## config.mk

```make
export PLATFORM = sky130hd
export DESIGN_NAME = calc_entry_fsm
export DESIGN_NICKNAME = d
export VERILOG_FILES = /design/src/rtl/calc_entry_fsm.sv
export SDC_FILE = /design/constraint.sdc
export NUM_CORES = 1
export LEC_CHECK = 0
export CORE_MARGIN = 8
export CORE_UTILIZATION = 47
export DETAILED_ROUTE_END_ITERATION = 8
export PLACE_DENSITY = 0.6
export SYNTH_ARGS = -nofsm -noshare
export SYNTH_HDL_FRONTEND = slang
export SYNTH_SLANG_ARGS = --single-unit
```

## constraint.sdc

```tcl
create_clock -name clk -period 8.35 [get_ports clk]
set_input_delay 2.505 -clock clk [delete_from_list [all_inputs] [get_ports clk]]
set_output_delay 2.505 -clock clk [all_outputs]
set_load 0.02 [all_outputs]
```

## src/rtl/calc_entry_fsm.sv

```systemverilog
// Keypad-entry controller for the VGA calculator: builds op1/op/op2 from grid key
// presses, executes on EQ and drives the values shown by calculator_screen.
module calc_entry_fsm #(
    parameter int WIDTH = 16
) (
    input  logic             clk,
    input  logic             rst,
    input  logic [4:0]       val,
    input  logic             enter_button,
    input  logic             mode,
    output logic [WIDTH-1:0] input_screen,
    output logic [WIDTH-1:0] op1,
    output logic [WIDTH-1:0] op2,
    output logic [2:0]       op,
    output logic             result_valid,
    output logic             overflow,
    output logic             negative
);

    typedef enum logic [1:0] {ENTER_OP1, ENTER_OP2, EXEC, SHOW_RESULT} state_t;

    localparam logic [2:0] OP_ADD = 3'd1;
    localparam logic [2:0] OP_SUB = 3'd2;
    localparam logic [2:0] OP_MUL = 3'd3;
    localparam logic [2:0] OP_AND = 3'd4;
    localparam logic [2:0] OP_OR  = 3'd5;

    state_t state;
    logic   mode_q;

    // Returns {accepted, new_acc}; a rejected key must leave acc untouched.
    function automatic logic [WIDTH:0] accumulate(input logic [WIDTH-1:0] acc,
                                                  input logic [3:0] d, input logic hex);
        logic [WIDTH+3:0] wide;
        if (hex) begin
            accumulate = {(acc[WIDTH-1:WIDTH-4] == 4'd0), acc[WIDTH-5:0], d};
        end else begin
            wide = {4'd0, acc} * (WIDTH+4)'(10) + {{WIDTH{1'b0}}, d};
            accumulate = {(d <= 4'd9) && (wide[WIDTH+3:WIDTH] == 4'd0), wide[WIDTH-1:0]};
        end
    endfunction

    logic             key_digit, key_oper, key_ce, key_ac, key_eq;
    logic [2:0]       oper_code;
    logic [WIDTH:0]   acc1, acc2, acc_new;
    logic             do_clear;

    assign key_digit = ~val[4];
    assign key_oper  = (val >= 5'd16) && (val <= 5'd20);
    assign key_ce    = (val == 5'd21);
    assign key_ac    = (val == 5'd22);
    assign key_eq    = (val == 5'd23);
    assign oper_code = val[2:0] + 3'd1;   // 16..20 -> 1..5

    assign acc1    = accumulate(op1, val[3:0], mode);
    assign acc2    = accumulate(op2, val[3:0], mode);
    assign acc_new = accumulate('0, val[3:0], mode);

    // Mode switch wipes the entry so a half-typed number is never reinterpreted.
    assign do_clear = rst || (mode != mode_q) ||
                      (enter_button && (state != EXEC) &&
                       (key_ac || (state == SHOW_RESULT && key_ce)));

    logic [2*WIDTH-1:0] prod;
    logic [WIDTH:0]     diff;
    logic [WIDTH-1:0]   exec_res;
    logic               exec_neg, exec_ovf;

    assign prod = op1 * op2;
    assign diff = {1'b0, op1} - {1'b0, op2};

    always_comb begin
        exec_res = '0;
        exec_neg = 1'b0;
        exec_ovf = 1'b0;
        case (op)
            OP_ADD: exec_res = op1 + op2;
            OP_SUB: begin
                exec_res = diff[WIDTH-1:0];
                exec_neg = diff[WIDTH];
            end
            OP_MUL: begin
                exec_res = prod[WIDTH-1:0];
                exec_ovf = |prod[2*WIDTH-1:WIDTH];
            end
            OP_AND:  exec_res = op1 & op2;
            OP_OR:   exec_res = op1 | op2;
            default: exec_res = '0;
        endcase
    end

    always_ff @(posedge clk) begin
        mode_q <= mode;
        if (do_clear) begin
            state        <= ENTER_OP1;
            input_screen <= '0;
            op1          <= '0;
            op2          <= '0;
            op           <= 3'd0;
            result_valid <= 1'b0;
            overflow     <= 1'b0;
            negative     <= 1'b0;
        end else begin
            case (state)
                ENTER_OP1: if (enter_button) begin
                    if (key_digit && acc1[WIDTH]) begin
                        op1          <= acc1[WIDTH-1:0];
                        input_screen <= acc1[WIDTH-1:0];
                    end else if (key_oper) begin
                        op           <= oper_code;
                        op2          <= '0;
                        input_screen <= '0;
                        state        <= ENTER_OP2;
                    end else if (key_ce) begin
                        op1          <= '0;
                        input_screen <= '0;
                    end
                end
                ENTER_OP2: if (enter_button) begin
                    if (key_digit && acc2[WIDTH]) begin
                        op2          <= acc2[WIDTH-1:0];
                        input_screen <= acc2[WIDTH-1:0];
                    end else if (key_oper) begin
                        op <= oper_code;
                    end else if (key_ce) begin
                        op2          <= '0;
                        input_screen <= '0;
                    end else if (key_eq) begin
                        state <= EXEC;
                    end
                end
                EXEC: begin
                    input_screen <= exec_res;
                    negative     <= exec_neg;
                    overflow     <= exec_ovf;
                    result_valid <= 1'b1;
                    state        <= SHOW_RESULT;
                end
                SHOW_RESULT: if (enter_button) begin
                    // input_screen holds the result here, so it seeds a chained op.
                    if (key_digit && acc_new[WIDTH]) begin
                        op1          <= acc_new[WIDTH-1:0];
                        op2          <= '0;
                        op           <= 3'd0;
                        input_screen <= acc_new[WIDTH-1:0];
                        result_valid <= 1'b0;
                        overflow     <= 1'b0;
                        negative     <= 1'b0;
                        state        <= ENTER_OP1;
                    end else if (key_oper) begin
                        op1          <= input_screen;
                        op2          <= '0;
                        op           <= oper_code;
                        input_screen <= '0;
                        result_valid <= 1'b0;
                        state        <= ENTER_OP2;
                    end
                end
                default: state <= ENTER_OP1;
            endcase
        end
    end

endmodule

```

Word-level counts from Yosys, hierarchy flattened
Index checks and enable logic that the tools add are counted.
{"block": "word_totals", "out_inout_bits": 54, "word_cells": 138, "inputBits": 9, "regBits": 57}
{"block": "op_classes", "n_mux": 60, "reduce_logical": 28, "n_bitwise": 3, "n_mul": 3, "eq_ne": 27, "magnitude_cmp": 3, "add_sub_neg": 5}
{"op": "16-bit two-way mux", "count": 24}
{"op": "16-bit one-hot mux with 5 select lines", "count": 1}
{"op": "16-bit one-hot mux with 4 select lines", "count": 1}
{"op": "17-bit two-way mux", "count": 3}
{"op": "16-bit one-hot mux with 3 select lines", "count": 1}
{"op": "20-bit by 4-bit adder with 20-bit output", "count": 2}
{"op": "16-bit by 3-bit multiplier with 19-bit output (second input constant)", "count": 2}
{"op": "16-bit by 16-bit multiplier with 32-bit output", "count": 1}
{"op": "16-bit one-hot mux with 2 select lines", "count": 1}
{"op": "3-bit two-way mux", "count": 7}
{"op": "2-bit two-way mux", "count": 10}
{"op": "2-bit inequality test (second input constant)", "count": 9}
{"op": "16-bit by 16-bit subtractor with 17-bit output", "count": 1}
{"op": "16-bit adder", "count": 1}
{"op": "16-bit AND", "count": 1}
{"op": "4-bit logical NOT", "count": 4}
{"op": "16-bit OR", "count": 1}
{"op": "16-bit OR reduction", "count": 1}
{"op": "5-bit equality test (second input constant)", "count": 3}
{"op": "3-bit inequality test (second input constant)", "count": 4}
{"op": "6-bit AND reduction", "count": 2}
{"op": "1-bit logical AND", "count": 9}
{"op": "3-bit one-hot mux with 3 select lines", "count": 1}
{"op": "2-bit one-hot mux with 4 select lines", "count": 1}
{"op": "other kinds (23)", "count": 38}

Longest topological paths before layout
{"block": "logic_depth", "word_depth": 9, "ltp_mapped": 27, "depth_no_buf": 26}

Least setup slack after synthesis
Ideal clock, no wire load.
{"block": "synth_timing", "kind": "reg2reg", "startpoint": "register op1[6]", "endpoint": "register overflow", "path_stages_with_launch": 22, "t_required_ps": 8214, "path_slack_ps": 1898, "synth_period_minus_slack_ps": 6452, "arrival_time_ps": 6316, "path_buffers": 2, "setup_time_ps": 136, "path_cell_list": "dfxtp_1 > clkbuf_1 > clkbuf_1 > nand2_1 > fa_1 > fa_1 > fa_1 > fa_1 > fa_1 > fa_1 > inv_1 > ha_1 > a21o_1 > a2111oi_0 > o21ai_0 > a22o_1 > a41oi_1 > nand2b_1 > a21oi_1 > mux2i_1 > nor4_1 > a41oi_1"}
{"block": "synth_between", "elab_chain_len": 4}
{"element": "start: declaration", "line": "12", "text": "output logic [WIDTH-1:0] op1,"}
{"element": "start signal: assignment", "line": "107", "text": "op1 <= acc1[WIDTH-1:0];"}
{"element": "start signal: assignment", "line": "142", "text": "op1 <= acc_new[WIDTH-1:0];"}
{"element": "start signal: assignment", "line": "151", "text": "op1 <= input_screen;"}
{"element": "16-bit by 16-bit multiplier with 32-bit output", "line": "69", "text": "assign prod = op1 * op2;"}
{"element": "16-bit OR reduction", "line": "84", "text": "exec_ovf = |prod[2*WIDTH-1:WIDTH];"}
{"element": "1-bit two-way mux", "line": "76", "text": "case (op)"}
{"element": "1-bit one-hot mux with 2 select lines", "line": "104", "text": "case (state)"}
{"element": "end signal: assignment", "line": "135", "text": "overflow <= exec_ovf;"}
{"element": "end: declaration", "line": "16", "text": "output logic overflow,"}
Every way passes these cells.
A chain may end at the register's enable or synchronous reset.

Worst setup path in the final report
{"block": "layout_timing", "startpoint": "register op1[13]", "endpoint": "register overflow"}
The elaborated chain is that of the path after synthesis.

==> results by group <==
Run status
  • Status: completed

Layout
  • Share of layout cells above drive strength 1: under 10%
  • Synth-to-Final Area Change: 9.19%
  • Most frequent cells in the layout: inv_1, nand2_1, ha_1, nor2_1, fa_1
  • Nets: 2483
  • Most common cell after layout, fill and taps aside: inv_1
  • Ant diodes: 0
  • Fillers: 3344

CTS
  • Clk buf depth: 2
  • Hold Buf Count CTS: 0
  • CTS tree: built
  • Sinks on Clock Net: 57
  • Worst skew pair latency: approximately 330 ps
  • CTS H-Tree Depth: 3
  • CTS clk-pin slew, worst paths: ~60 ps
  • CTS resizes: 0
  • TritonCTS Buffers: 9
  • Post-CTS Setup Inserts: 0
  • Root Buffer: clkbuf_16

Floorplanning
  • IO Count: 63
  • Die height: roughly 200 um
  • CORE AREA: approximately 0.034 sq mm
  • Initial Utilization: between 40% and 50%
  • Die width: around 200 um
  • Full die area: between 0.04 and 0.05 sq mm
  • Rows: between 60 and 70

Global route
  • Largest net degree at the start of global routing: 47
  • First-pass GRT wire length: around 90000 um
  • Vias in the first global route: ~16000
  • Overall Global Routing Usage: about 28%
  • GR Overflow Total: 0
  • Initial antenna violation count: 0

Route
  • Starting DRT DRC Count: approximately 1300
  • Routed wire length: between 50000 and 60000 um
  • Vias per inst: between 6 and 7
  • DRC Markers: 0
  • Via count: 15313
  • Routed length per instance: ~23 um
  • First-pass DRT Iterations: 8
  • Antenna Violating Nets Remaining: 0

Yosys
  • Synth Register Bits: 57
  • Synth Instances: just over 2000
  • Synthesized Nets: about 2500
  • Number of synthesized flops with an enable pin: 0
  • Synthesized area: 0.0162 sq mm
  • Yosys warns: 0
  • Top_reg_cell synth: dfxtp_1
  • Post-synth cell types: 83
  • Post-synthesis average cell area: around 8.0 sq um
  • Sequential area share after synthesis: between 7 and 8%
  • Async S/R FF share, synth: 0%

Placed design
  • Hpwl dp: about 46000 um
  • GP Congestion: roughly 0.95
  • I/O Buffers: 62

Critical path
  • Critical Path Source: op1[13]
  • Worst endpoint required time: 8540 ps
  • Worst reg2reg setup slack: between 900 and 1000 ps
  • CP endpoint: overflow
  • Slowest cell delay on critical path: between 800 and 900 ps
  • Crit path kind: reg -> reg
  • Slowest CP cell: dfxtp_1
  • FF-to-FF End: overflow
  • Cell Chain, Critical Path: clkinv_1 > nor2_1 > fa_1 > ha_1 > inv_1 > fa_1 > fa_1 > fa_1 > inv_1 > fa_1 > ha_1 > and2_1 > a2111oi_0 > o21ai_0 > a22o_1 > a41oi_1 > nand2b_1 > a21oi_1 > mux2i_1 > nor4_1 > a41oi_1
  • R2R cell count: 21
  • Arrival time at the worst endpoint: ~7600 ps
  • Critical path capture point type: register
  • CP Launch Type: register
  • Reg2reg start: op1[13]
  • Cell mode on critical path: fa_1
  • Critical-path maximum fanout: 16

Power and ir drop
  • Max VDD drop: 0.107 mV
  • Total power: 0.000935 W
  • PwrDens: about 53 mW/mm^2
  • Pleak: around 7.5 nW

STA
  • Final cycle utilization of the critical path: ~88%
  • Fin crit period: approximately 7400 ps
  • Clk_skew: roughly 15 ps
  • Max Freq: approximately 140 MHz
  • Tightest Pin Transition: 1130 ps
  • Slew HR: between 20% and 30%
  • Slew Viols, Final: 0
  • Final Hold Viols: 0
  • Fin Setup TNS: 0 ps
  • Setup Viol. Count Final: 0
  • RSZ-0062 raised after global routing: no

Min path
  • Worst Hold Class: reg -> reg

Job
  • Total of max-cap violations: 0
[final cells by class]
| cell class | instances | area [sq um] | area share, % |
|---|---|---|---|
| inverters | 273 | 1020 | 5.79 |
| clock inverters | 5 | 56.3 | 0.318 |
| multi-input cells | 1605 | 13700 | 77.4 |
| repair buffers | 109 | 968 | 5.48 |
| flip-flops and latches | 57 | 1140 | 6.45 |
| well taps | 455 | 569 | 3.22 |
| clock buffers | 10 | 239 | 1.35 |
[how the worst min path moves through the flow]
stage                       from  cells after the start            to  slack [ps]
floorplan               negative                      2      negative         530
global placement    result_valid                      2  result_valid         450
detailed placement  result_valid                      2  result_valid         450
CTS                 result_valid                      2  result_valid         460
global route        result_valid                      2  result_valid         480
finish              result_valid                      2  result_valid         460
[state kept, by name, summed over array words and instances, names as in the netlist]
name and flops:
result_valid 1, input_screen 16, mode_q 1, overflow 1, op2 16, negative 1
state 2, op 3, op1 16
[synthesized netlist by cell type (14+ instances only)]
| master | n | area (sq um) |
|---|---|---|
| inv_1 | 264 | 991 |
| xnor2_1 | 45 | 394 |
| clkbuf_1 | 78 | 293 |
| fa_1 | 200 | 4000 |
| mux2i_1 | 20 | 200 |
| dfxtp_1 | 57 | 1140 |
| o21a_1 | 18 | 135 |
| a211oi_1 | 21 | 158 |
| nor2b_1 | 14 | 87.6 |
| xor2_1 | 23 | 201 |
| nor3_1 | 30 | 150 |
| a21oi_1 | 124 | 621 |
| ha_1 | 219 | 2740 |
| a21o_1 | 19 | 143 |
| a31oi_1 | 15 | 93.8 |
| o21bai_1 | 15 | 113 |
| o21ai_0 | 101 | 505 |
| a22o_1 | 14 | 123 |
| nand2b_1 | 19 | 119 |
| nand2_1 | 232 | 871 |
| nand3_1 | 24 | 120 |
| nor2_1 | 201 | 754 |
[where the power goes]
| part | leakage (nW) | switching, W | internal (W) |
|---|---|---|---|
| Clock | 0.144 | 0.000140 | 0.000237 |
| Combinational | 6.88 | 0.000176 | 0.0000871 |
| Sequential | 0.461 | 0.0000176 | 0.000278 |
| Total | 7.48 | 0.000334 | 0.000602 |
[per-stage QoR]
stage                     instances  setup slack, ps  cell area, sq um  util, %  hold WS [ps]
after floorplan                2026             1900             16200        -           528
final                          2514              980             17700     51.7           459
after CTS                      2514             1080             17700     51.7           458
after detailed placement       2499             1020             17400     50.8           450
after global placement         2499             1150             17400     50.8           448
after global routing           2514              661             17700     51.7           476
[cell families after synthesis]
| logic type | after synthesis | synth area share (%) |
|---|---|---|
| and+or+nand+nor | 601 | 16.6 |
| AOI/OAI and AO/OA | 495 | 21.0 |
| adders and majority gates | 419 | 41.6 |
| buffers and inverters | 364 | 8.59 |
| xor gates and xnor gates | 68 | 3.68 |
| DFF | 57 | 7.05 |
| muxes | 22 | 1.38 |
[worst max-delay path, delay by kind of cell, from the launching register on]
kind | cells | cell delay (ps)
buffers and inverters | 3 | 660
adders and majority gates | 7 | 3090
and+or+nand+nor | 4 | 1060
muxes | 1 | 90
DFF | 1 | 870
AOI/OAI and AO/OA | 6 | 1450
[layer usage]
| layer | global-route usage, % | share of wire [%] | vias up |
|---|---|---|---|
| met5 | 0 | 0 | - |
| met4 | 9.89 | 3.5 | 0 |
| met3 | 3.86 | 7.9 | 111 |
| met2 | 46.1 | 46 | 653 |
| met1 | 36.9 | 42 | 7596 |
| li1 | - | - | 6953 |
Power figures use the tool's default switching activity.
